File: src/rtl/hs_arbiter.sv
// Round-robin arbiter feeding one requester at a time into a pulse/finish handshake.
// Optional ack-wait watchdog built only when HS_ARB_TIMEOUT_EN is defined.
module hs_arbiter #(
  parameter int C_DATA_WIDTH = 32,
  parameter int C_REQ_NUM    = 4,
  parameter int C_TIMEOUT    = 1023
) (
  input  logic                              CLK_I,
  input  logic                              RST_I,
  input  logic [C_REQ_NUM-1:0]              REQ_I,
  input  logic [C_REQ_NUM*C_DATA_WIDTH-1:0] REQ_DATA_I,
  output logic [C_REQ_NUM-1:0]              DONE_O,
  output logic                              BUSY_O,
  output logic [C_DATA_WIDTH+2:0]           HS_DATA_O,
  output logic                              HS_SYNC_PULSE_O,
  input  logic                              HS_SYNC_FINISH_I,
  output logic                              TIMEOUT_O
);

  typedef enum logic [1:0] {
    IDLE,
    SEND,
    WAIT_ACK,
    WAIT_REL
  } state_t;

  state_t                  state_q, state_d;
  logic [2:0]              ptr_q, ptr_d;
  logic [2:0]              gnt_q, gnt_d;
  logic [C_DATA_WIDTH+2:0] data_q, data_d;
  logic [2:0]              win;
  logic [2:0]              ptr_nxt;
  logic                    release_w;

  // Round-robin search: first set request at or after ptr, wrapping
  always_comb begin
    logic found;
    found = 1'b0;
    win   = ptr_q;
    for (int k = 0; k < C_REQ_NUM; k++) begin
      if (!found && REQ_I[(int'(ptr_q) + k) % C_REQ_NUM]) begin
        found = 1'b1;
        win   = 3'((int'(ptr_q) + k) % C_REQ_NUM);
      end
    end
  end

  assign ptr_nxt = (gnt_q == 3'(C_REQ_NUM - 1)) ? 3'd0 : gnt_q + 3'd1;
  assign release_w = (state_q == WAIT_REL) && !HS_SYNC_FINISH_I;

  // Next-state, grant capture and pointer advance
  always_comb begin
    state_d = state_q;
    ptr_d   = ptr_q;
    gnt_d   = gnt_q;
    data_d  = data_q;
    unique case (state_q)
      IDLE: begin
        if (!HS_SYNC_FINISH_I && (|REQ_I)) begin
          state_d = SEND;
          gnt_d   = win;
          data_d  = {win, REQ_DATA_I[int'(win)*C_DATA_WIDTH +: C_DATA_WIDTH]};
        end
      end
      SEND: state_d = WAIT_ACK;
      WAIT_ACK: begin
        if (HS_SYNC_FINISH_I) state_d = WAIT_REL;
      end
      WAIT_REL: begin
        if (!HS_SYNC_FINISH_I) begin
          state_d = IDLE;
          ptr_d   = ptr_nxt;
        end
      end
      default: state_d = IDLE;
    endcase
  end

  // State, pointer, grant and payload registers
  always_ff @(posedge CLK_I) begin
    if (RST_I) begin
      state_q <= IDLE;
      ptr_q   <= '0;
      gnt_q   <= '0;
      data_q  <= '0;
    end else begin
      state_q <= state_d;
      ptr_q   <= ptr_d;
      gnt_q   <= gnt_d;
      data_q  <= data_d;
    end
  end

  // Completion pulse on the release cycle, only for the granted requester
  always_comb begin
    DONE_O = '0;
    for (int i = 0; i < C_REQ_NUM; i++) begin
      DONE_O[i] = release_w && (gnt_q == 3'(i));
    end
  end

  assign BUSY_O          = (state_q != IDLE);
  assign HS_SYNC_PULSE_O = (state_q == SEND);
  assign HS_DATA_O       = data_q;

`ifdef HS_ARB_TIMEOUT_EN
  localparam int CW = $clog2(C_TIMEOUT + 1);

  logic [CW-1:0] cnt_q, cnt_d;
  logic          to_q, to_d;

  // Ack-wait counter cleared on WAIT_ACK entry; sticky flag at the limit
  always_comb begin
    cnt_d = cnt_q;
    to_d  = to_q;
    if (state_q == SEND) begin
      cnt_d = '0;
    end else if (state_q == WAIT_ACK && cnt_q != CW'(C_TIMEOUT)) begin
      cnt_d = cnt_q + CW'(1);
    end
    if (state_q == WAIT_ACK && cnt_d == CW'(C_TIMEOUT)) to_d = 1'b1;
  end

  // Watchdog registers
  always_ff @(posedge CLK_I) begin
    if (RST_I) begin
      cnt_q <= '0;
      to_q  <= 1'b0;
    end else begin
      cnt_q <= cnt_d;
      to_q  <= to_d;
    end
  end

  assign TIMEOUT_O = to_q;
`else
  logic unused_timeout;
  assign unused_timeout = (C_TIMEOUT != 0);
  assign TIMEOUT_O      = 1'b0;
`endif

endmodule

File: config.mk
export PLATFORM = sky130hd
export DESIGN_NAME = hs_arbiter
export DESIGN_NICKNAME = d
export VERILOG_FILES = /design/src/rtl/hs_arbiter.sv
export SDC_FILE = /design/constraint.sdc
export NUM_CORES = 1
export LEC_CHECK = 0
export BUFFER_PORTS_ARGS = -buffer_cell sky130_fd_sc_hd__buf_2
export CORE_MARGIN = 2
export CORE_UTILIZATION = 39
export CTS_BUF_LIST = sky130_fd_sc_hd__clkbuf_8
export DETAILED_ROUTE_END_ITERATION = 12
export PLACE_DENSITY = 0.82
export SYNTH_ARGS = -nofsm -noshare
export SYNTH_HDL_FRONTEND = slang
export SYNTH_SLANG_ARGS = --single-unit
File: constraint.sdc
create_clock -name CLK_I -period 2.1 [get_ports CLK_I]
set_clock_uncertainty 0.2 [all_clocks]
set_input_delay 0.42 -clock CLK_I [delete_from_list [all_inputs] [get_ports CLK_I]]
set_output_delay 0.42 -clock CLK_I [all_outputs]
set_load 0.02 [all_outputs]
* Word-level counts from Yosys, hierarchy flattened
Index checks and enable logic that the tools add are counted.
Operators by class: add/sub/neg operators 4, $lt $le $gt $ge 4, equal/unequal tests 9, shift-type cells 1, mux-type cells 23, bitwise gates (word level) 4, reductions and logical operators 23
Operators by type and width (count):
- $shiftx 128x9->32 | 1
- $mux 3 | 5
- $lt 3x4->1 const B | 3
- $mux 1 | 10
- $logic_and 1x1->1 | 9
- $bmux 1 s2 | 4
- $pmux 2 s4 | 1
- $eq 3x2->1 const B | 2
- $mux 2 | 3
- $ne 2x2->1 const B | 3
- $reduce_or 2->1 | 3
- $add 2x2->2 const B | 2
- $eq 2x2->1 const B | 2
- $logic_not 1->1 | 4
- $reduce_and 2->1 | 2
- $reduce_or 4->1 | 1
- $add 3x1->3 const B | 1
- $and 1x1->1 const A | 3
- $eq 3x1->1 const B | 1
- $logic_not 3->1 | 1
- $lt 2x3->1 const B | 1
- $reduce_and 3->1 | 1
- $add 2x1->2 const B | 1
- $eq 2x1->1 const B | 1
- other kinds (3) | 3
Storage, ports and cells: flip-flop bits (word level) 43, bits of input ports 135, output and inout port bits 42

* Logic depth before layout (Yosys ltp)
Gate-level depths: netlist of run 1.
depth in word-level cells 15, mapped depth 8, depth with buffers taken out 7

* Worst setup path after synthesis of run 1
No wires, ideal clock.
path type flip-flop to flip-flop, from reg state_q[0], to reg data_q[10] (netlist: HS_DATA_O[10]), arrival time 1.735 ns, required time 1.821 ns, slack 0.086 ns, stages on the path, launching flop included 9, buffers on the path 2, cells stage by stage dfxtp_1 > inv_1 > ha_1 > inv_2 > nor3_2 > or3b_1 > buf_6 > buf_12 > o221ai_2
Between the ends: longest elaborated chain between the ends 2
RTL lines:
- from (decl) | line 27 | state_t state_q, state_d;
- from (signal assigned) | line 87 | state_q <= state_d;
- $logic_not 2->1 | line 57 | unique case (state_q)
- $reduce_and 2->1 (no source line)
- to (signal assigned) | line 90 | data_q <= data_d;
- to (decl) | line 30 | logic [C_DATA_WIDTH+2:0] data_q, data_d;
No other way between the ends. A chain may end at the register's enable or synchronous reset.

* Final worst setup path of run 1
from reg state_q[0], to out DONE_O[3]
Between the ends: longest elaborated chain between the ends 3
RTL lines:
- $eq 2x2->1 | line 49 | assign release_w = (state_q == WAIT_REL) && !HS_SYNC_FINISH_I;
- $logic_and 1x1->1 | line 49
- $logic_and 1x1->1 | line 98 | DONE_O[i] = release_w && (gnt_q == 3'(i));
- to (decl) | line 12 | output logic [C_REQ_NUM-1:0] DONE_O,
No other way between the ends.

==> results of run 1 <==
==> cell families after synthesis <==
kind of cell    count (synthesis)  share of synthesized area
flops                          39                      0.303
simple gates                   60                      0.111
compound gates                 41                      0.204
fa+ha+maj                       9                     0.0437
buf+inv                        24                     0.0689
other cells                     1                    0.00145
mux                            69                      0.268
==> cells in the final DEF, fill, tap and decap left out, types with 2 or more instances in the layout <==
| cell type | synthesis | final |
|---|---|---|
| buf_2 | 4 | 175 |
| mux2i_1 | 69 | 69 |
| nand2_1 | 33 | 33 |
| dfxtp_2 | 0 | 2 |
| inv_2 | 1 | 2 |
| and2_1 | 5 | 5 |
| o221ai_2 | 30 | 30 |
| nor2_1 | 7 | 5 |
| buf_4 | 7 | 6 |
| inv_1 | 4 | 4 |
| dfxtp_1 | 39 | 37 |
| ha_1 | 9 | 9 |
| clkbuf_8 | 0 | 5 |
| buf_6 | 1 | 2 |
| a21oi_1 | 3 | 3 |
| nor2_2 | 0 | 2 |
| nor3_1 | 3 | 3 |
| nor2b_1 | 5 | 5 |
| buf_12 | 3 | 3 |
| o221ai_1 | 2 | 2 |
==> final cells by class <==
class | count | area (sq um) | area share
clock buffer | 5 | 68.8 | 0.0190
sequential | 39 | 783 | 0.216
clock inverter | 1 | 3.75 | 0.00104
tap | 77 | 96.3 | 0.0266
inverter | 5 | 18.8 | 0.00519
multi-input combinational | 180 | 1640 | 0.454
timing repair buffer | 186 | 1000 | 0.277
==> critical path, cell delays in order (launching register included) <==
cell	delay (ns)
dfxtp_2	0.35
ha_1	0.16
nand2b_1	0.13
nor2_2	0.14
and2_1	0.14
buf_2	0.16
==> path summary, 6_finish.rpt <==
path / start / to / depth (start not counted)
setup / recovery: state_q[0] / DONE_O[3] / 5
setup reg to reg: ptr_q[0] / HS_DATA_O[21] / 6
hold reg to reg: HS_DATA_O[7] / HS_DATA_O[7] / 2
hold / removal: RST_I / state_q[1] / 2
==> power by group through the flow <==
stage / Sequential, mW / Clock [mW] / Combinational [mW]
global placement: 0.990 / 0 / 1.13
finish: 0.986 / 0.448 / 1.16
CTS: 0.983 / 0.474 / 1.16
detailed placement: 0.998 / 0 / 1.16
floorplan: 1.16 / 0 / 0.615
global route: 1.01 / 0.501 / 1.27
==> Yosys cell counts, drive strengths merged <==
master  instances  area (sq um)
or2             1          6.26
inv             5          18.8
nor2b           5          31.3
conb            1          3.75
nor2            7          26.3
a21oi           3          15.0
nand2b          1          6.26
dfxtp          39           781
o221ai         32           468
or3b            1          8.76
nand3b          1          7.51
clkbuf          4          15.0
nor3b           1          7.51
nor4            1          12.5
ha              9           113
buf            15           144
and2            5          31.3
o21bai          1          7.51
a211oi          1          7.51
mux2i          69           691
o31ai           1          7.51
nand2          33           124
o21ai           2          10.0
o311a           1          10.0
nor3            4          25.0
==> through the flow <==
| step | hold slack [ns] | utilization |
|---|---|---|
| 5_1_grt | 0.227 | 0.567 |
| 3_3_place_gp | 0.243 | 0.552 |
| 3_5_place_dp | 0.244 | 0.552 |
| 4_1_cts | 0.214 | 0.563 |
| 2_1_floorplan | 0.297 | - |
| 6_report | 0.216 | 0.567 |
==> state kept, by name, summed over array words and instances (netlist names) <==
register   cells
HS_DATA_O     32
gnt_q          3
ptr_q          2
state_q        2
==> routing by layer <==
layer / vias up / global-route usage / part of all wire
met3: 8 / 0.0447 / 0.076
met4: 0 / 0.0491 / 0.011
met5: - / 0 / 0
met2: 94 / 0.347 / 0.51
li1: 1251 / - / -
met1: 1101 / 0.190 / 0.40
==> impl_metrics.csv, run 1 <==
group,metric,value,unit
yosys,yosysSeqAreaShare,0.303,
sta,period_needed,1.99,ns
sta,timing.final.crit_share,0.946,
cts,cts_setup_buffers,0,
setup_path,required,1.48,ns
cts,cts.sinks,39,
finish,post-route-cell-area,0.00362,sq mm
cts,root_buffer,"clkbuf_8",
detailed_routing,vias_per_cell,4.98,
yosys,yosysUniqueCellTypes,32,
yosys,syn_nets,387,
detailed_routing,vias,2454,
finish,diodes,0,
power,clock_power_share,0.172,
cts,cts_tree,"built",
global_routing,grt_start_max_net_pins,37,
placed_design,io_buffers,175,
yosys,ys_ff_latch,39,
cts,ctsResizeCount,0,
cts,ctsHoldBuffers,0,
global_routing,grt_use_total,0.179,
power,pwr-share-seq,0.380,
power,finalPower,2.60,mW
placed_design,gp_congestion,0.776,
floorplanning,num_io_pins,177,
floorplanning,die_x,85.3,um
detailed_routing,drc_errors,0,
floorplanning,die_h,85.3,um
power,power.internal,1.62,mW
sta,drv_slew,0,
power,p_comb_frac,0.448,
global_routing,gr-total-overflow,0,
yosys,avgSynthCellArea,10.6,sq um
floorplanning,start_util,0.404,
detailed_routing,first_pass_iters,4,
finish,nFillCells,582,
detailed_routing,antenna_left,0,
detailed_routing,routed_wl,6720,um
global_routing,antenna_found_initial,0,
sta,worst_slack,0.114,ns
setup_path,rrSetupSlack,0.17,ns
sta,setup_viol,0,
power,switchingPower,0.977,mW
cts,htree_levels,2,
status,status,"finished clean",
power,leakage,1.75,nW
detailed_routing,post_drt_wl_per_cell,13.6,um
sta,tns,0,ns
sta,rsz0062_at_grt,"no",
finish,final_nets,561,
sta,fmax,504,MHz
finish,layout-drive-gt1-share,0.555,
yosys,syn_area,0.00258,sq mm
yosys,yosysWarnings,0,
hold_path,min_path_type,"in -> reg",
yosys,synthCells,243,
placed_design,dp_slack,-0.116,ns
cts,clk_path_buf_depth,2,
power,swShare,0.376,
power,p_per_area,718,mW/mm^2
power,irDropWorstVdd,0.351,mV
cts,clkTransAtPathRegs,0.07,ns
sta,hold_viol,0,
run,maxCapViolations,0,
setup_path,worstSetupStartpointType,"register",
finish,fin_cells,493,
floorplanning,placementRows,29,
setup_path,critical_path_class,"reg -> out",
cts,clk_latency,0.28,ns
floorplanning,core_area,0.00639,sq mm
placed_design,dp.cells,487,
placed_design,placedInstanceArea,0.00352,sq mm
global_routing,grt_pass1_wl,10700,um
finish,area_delta_synth_final,40.4,%
global_routing,grt_pass1_vias,2480,
detailed_routing,drt_iter0_markers,41,
floorplanning,dieArea,0.00728,sq mm
placed_design,hpwl,5450,um
setup_path,endpoint_kind,"output pin",
setup_path,critPathArrivalTime,1.37,ns
setup_path,crit_fanout,4,
cts,cts_buffers,5,
(Power assumes the default switching activity.)
==> run 2: changes to the inputs <==
- CELL_PAD_IN_SITES_DETAIL_PLACEMENT: unset -> 1
- CELL_PAD_IN_SITES_GLOBAL_PLACEMENT: unset -> 2
- CORE_UTILIZATION: 39 -> 21
- PLACE_DENSITY: 0.82 -> 0.81
==> run 2 against run 1 <==
Critical path depth did not move. Core utilization fell by 25 points. Via count rose by 3.2%. Power rose by 4.8%. Clock power is 18% higher. Maximum frequency decreased by 1.1%. Register-to-register slack lost 0.07 ns. Clock-buffer cell count did not move. Worst hold slack better by 0.0080 ns. Critical endpoint is now DONE_O[2]. Largest cell class unchanged. Largest power group unchanged. Highest routed layer unchanged.
==> impl_metrics.csv, run 2 (synthesis results as in run 1) <==
group,metric,value,unit
detailed_routing,vias_per_cell,4.47,
finish,nFillCells,1447,
detailed_routing,routed_wl,8430,um
cts,cts_buffers,5,
cts,cts_setup_buffers,0,
detailed_routing,drt_iter0_markers,52,
sta,fmax,498,MHz
setup_path,crit_chain,"ha_2, nand2b_4, nor2_2, and2_1, buf_2",
floorplanning,start_util,0.215,
setup_path,critPathArrivalTime,1.39,ns
finish,layout-drive-gt1-share,0.564,
status,status,"finished clean",
setup_path,crit_slowest_cell,"dfxtp_2",
global_routing,gr-total-overflow,0,
placed_design,placedInstanceArea,0.00364,sq mm
sta,tns,0,ns
finish,largest_reg_flops,32,
finish,fin_cells,567,
floorplanning,die_h,115,um
finish,diodes,0,
placed_design,io_buffers,175,
global_routing,grt_pass1_vias,2744,
global_routing,grt_start_max_net_pins,36,
cts,htree_levels,2,
hold_path,min_path_type,"in -> reg",
finish,area_delta_synth_final,45.9,%
sta,hold_viol,0,
finish,post-route-cell-area,0.00376,sq mm
cts,cts.sinks,39,
setup_path,crit_buf_inv,1,
placed_design,dp.cells,559,
setup_path,required,1.48,ns
setup_path,critical_path.top_delay_family,"simple AND/OR/NAND/NOR gates",
power,leakage,1.77,nW
cts,clk_latency,0.29,ns
run,maxCapViolations,0,
cts,cts_tree,"built",
detailed_routing,antenna_left,0,
floorplanning,dieArea,0.0132,sq mm
sta,worst_slack,0.0922,ns
detailed_routing,vias,2532,
sta,timing.final.crit_share,0.956,
finish,final_cell_mix,"buf_2, mux2i_1, dfxtp_1",
setup_path,worstSetupStartpointType,"register",
placed_design,dp_slack,-0.148,ns
cts,clk_path_buf_depth,2,
power,irDropWorstVdd,0.236,mV
detailed_routing,first_pass_iters,3,
cts,ctsHoldBuffers,0,
floorplanning,placementRows,40,
global_routing,grt_pass1_wl,12900,um
setup_path,cpPeakStageDelay,0.36,ns
floorplanning,die_x,115,um
detailed_routing,post_drt_wl_per_cell,14.9,um
global_routing,antenna_found_initial,0,
setup_path,endpoint_kind,"output pin",
power,p_per_area,724,mW/mm^2
global_routing,grt_use_total,0.123,
cts,clkTransAtPathRegs,0.09,ns
finish,layout_commonest_cell,"buf_2",
placed_design,hpwl,6930,um
sta,setup_viol,0,
setup_path,crit_fanout,4,
floorplanning,num_io_pins,177,
placed_design,gp_congestion,0.667,
setup_path,critical_path_class,"reg -> out",
detailed_routing,drc_errors,0,
cts,root_buffer,"clkbuf_8",
finish,final_nets,563,
floorplanning,core_area,0.0120,sq mm
sta,rsz0062_at_grt,"yes",
sta,period_needed,2.01,ns
sta,drv_slew,0,
-- run 2: worst paths after layout --
check / start / end / slack (ns) / depth (start not counted)
worst max-delay path: state_q[1] / DONE_O[2] / 0.09 / 5
worst min-delay path: REQ_DATA_I[65] / HS_DATA_O[1] / 0.22 / 3
worst max register to register: ptr_q[0] / HS_DATA_O[22] / 0.10 / 5
worst min register to register: HS_DATA_O[11] / HS_DATA_O[11] / 0.26 / 2
-- run 2: stage by stage --
| step | total power, mW | util | hold slack, ns |
|---|---|---|---|
| global placement | 2.16 | 0.303 | 0.242 |
| finish | 2.72 | 0.313 | 0.225 |
| detailed placement | 2.22 | 0.303 | 0.250 |
| global route | 2.92 | 0.313 | 0.230 |
| CTS | 2.79 | 0.312 | 0.215 |
| floorplan | 1.78 | - | 0.297 |
-- run 2: worst register-to-register path, stage by stage, from the launching register on --
cell	delay, ns
dfxtp_1	0.40
nor3b_1	0.30
o311a_4	0.26
buf_12	0.25
mux2i_1	0.35
o221ai_2	0.14
-- run 2: cell type report --
class | count | area (sq um) | area share
timing repair buffer | 188 | 1030 | 0.274
sequential | 39 | 783 | 0.208
clock buffer | 5 | 68.8 | 0.0183
clock inverter | 3 | 20.0 | 0.00532
inverter | 5 | 18.8 | 0.00499
tap | 147 | 184 | 0.0489
multi-input combinational | 180 | 1650 | 0.440
-- run 2: where the power goes --
part / switching, mW / internal [mW] / leakage [nW] / total, mW
clock: 0.296 / 0.232 / 0.0402 / 0.527
sequential: 0.0877 / 0.897 / 0.320 / 0.985
combinational: 0.689 / 0.520 / 1.41 / 1.21
-- run 2: per-layer routing --
layer  vias to the layer above  track usage  wire length, um  part of all wire
li1                       1253            -                -                 -
met1                      1189        0.129             3220              0.38
met2                        85        0.247             4600              0.55
met3                         5       0.0311              540             0.064
met4                         0       0.0241               60            0.0071
met5                         -            0                0                 0
-- run 2: timing repair --
| item | CTS | global route |
|---|---|---|
| pin swaps | 0 | 2 |
| setup endpoints to repair | 32 | 35 |
| gates resized for setup | 6 | 3 |
==> run 3: changes to the inputs <==
- CORE_MARGIN: 2 -> 3
- CTS_BUF_LIST: sky130_fd_sc_hd__clkbuf_8 -> sky130_fd_sc_hd__clkbuf_2
- MAX_ROUTING_LAYER: unset -> met4
==> run 3 against run 2 <==
Sequential power about the same. Via count up 2.0%. Routed wire length up 7.5%. Critical endpoint is now DONE_O[3]. Critical path depth up 1.
==> impl_metrics.csv, run 3 (synthesis results as in run 1) <==
group,metric,value,unit
global_routing,antenna_found_initial,0,
setup_path,rr_worst_depth,7,
global_routing,gr-total-overflow,0,
sta,setup_viol,0,
global_routing,grt_pass1_wl,13700,um
sta,worst_slack,0.0437,ns
cts,root_buffer,"clkbuf_2",
setup_path,rrSetupSlack,0.06,ns
cts,ctsHoldBuffers,0,
floorplanning,num_io_pins,177,
finish,diodes,0,
status,status,"finished clean",
floorplanning,die_h,117,um
hold_path,hold_path_end,"state_q[0]",
detailed_routing,drc_errors,0,
cts,cts_tree,"built",
setup_path,rr_endpoint,"HS_DATA_O[11]",
hold_path,whs_path_depth,2,
hold_path,min_path_type,"in -> reg",
setup_path,worstSetupStartpointType,"register",
hold_path,hold_start,"RST_I",
placed_design,placedInstanceArea,0.00369,sq mm
placed_design,hpwl,7290,um
placed_design,dp_slack,-0.131,ns
detailed_routing,post_drt_wl_per_cell,15.7,um
sta,period_needed,2.06,ns
global_routing,grt_pass1_vias,2731,
finish,area_delta_synth_final,50.3,%
finish,utilization,0.331,
setup_path,endpoint_kind,"output pin",
cts,htree_levels,2,
setup_path,critPathArrivalTime,1.44,ns
setup_path,r2r_start,"state_q[1]",
finish,final_cell_mix,"buf_2, mux2i_1, dfxtp_1",
cts,clkTransAtPathRegs,0.20,ns
cts,cts_buffers,5,
finish,fin_cells,578,
floorplanning,start_util,0.220,
sta,hold_viol,0,
finish,final_nets,579,
power,leakage,1.84,nW
cts,clk_path_buf_depth,2,
floorplanning,dieArea,0.0136,sq mm
finish,post-route-cell-area,0.00387,sq mm
cts,cts.sinks,39,
sta,rsz0062_at_grt,"yes",
floorplanning,die_x,117,um
finish,layout-drive-gt1-share,0.593,
power,p_per_area,683,mW/mm^2
detailed_routing,antenna_left,0,
floorplanning,placementRows,39,
floorplanning,core_area,0.0117,sq mm
placed_design,dp.cells,563,
power,irDropWorstVdd,0.203,mV
detailed_routing,routed_wl,9060,um
global_routing,grt_start_max_net_pins,23,
power,finalPower,2.65,mW
sta,drv_slew,0,
detailed_routing,vias_per_cell,4.47,
placed_design,io_buffers,175,
setup_path,critical_path_class,"reg -> out",
cts,clk_latency,0.37,ns
detailed_routing,drt_iter0_markers,43,
setup_path,required,1.48,ns
placed_design,gp_congestion,0.750,
finish,largest_reg_flops,32,
sta,fmax,486,MHz
finish,layout_commonest_cell,"buf_2",
sta,timing.final.crit_share,0.979,
global_routing,grt_use_total,0.130,
run,maxCapViolations,0,
detailed_routing,first_pass_iters,4,
setup_path,crit_fanout,4,
detailed_routing,vias,2582,
[run 3: repair_timing]
action                     4_1_cts  5_1_grt
setup endpoints to repair       13       36
pin swaps                        6        4
buffers inserted                 2        6
gates resized for setup         23        2
[run 3: metrics by stage]
stage | hold slack (ns) | TNS [ns]
CTS | 0.0685 | -0.105
floorplan | 0.297 | 0
finish | 0.114 | 0
global route | 0.0724 | -0.677
global placement | 0.240 | -1.85
detailed placement | 0.249 | -2.74
[run 3: layout make-up]
class | instances | area, sq um
clock buffers | 5 | 25.0
repair buffers | 204 | 1180
flip-flops and latches | 39 | 786
clock inverters | 2 | 8.76
fillers | 1410 | 7840
well taps | 143 | 179
multi-input cells | 180 | 1680
inverters | 5 | 18.8
[run 3: per-layer routing]
| layer | wire length [um] | GRT usage | share of wire | vias to the layer above |
|---|---|---|---|---|
| li1 | - | - | - | 1282 |
| met1 | 3700 | 0.143 | 0.41 | 1186 |
| met2 | 4590 | 0.242 | 0.51 | 107 |
| met3 | 695 | 0.0267 | 0.077 | 7 |
| met4 | 76 | 0.0275 | 0.0084 | 0 |
| met5 | 0 | - | 0 | - |
[run 3: report_power, final]
| part | switching [mW] | internal, mW |
|---|---|---|
| sequential | 0.0856 | 0.897 |
| combinational | 0.730 | 0.606 |
| clock | 0.259 | 0.0708 |
[run 3: how the worst max path moves through the flow]
stage               cells after the start  slack [ns]            end  startpoint
detailed placement                      7       -0.13  HS_DATA_O[16]    REQ_I[0]
finish                                  6        0.04      DONE_O[3]  state_q[0]
CTS                                     6       -0.03      DONE_O[3]  state_q[1]
global route                            6       -0.08      DONE_O[3]  state_q[0]
floorplan                               8        0.09  HS_DATA_O[10]  state_q[0]
global placement                        7       -0.09   HS_DATA_O[1]    REQ_I[2]
[run 3: worst max-delay path: stages, from the launching register on]
cell	delay (ns)
dfxtp_2	0.38
buf_6	0.10
ha_4	0.14
nand2b_4	0.06
nor2_4	0.12
and2_4	0.16
buf_6	0.11
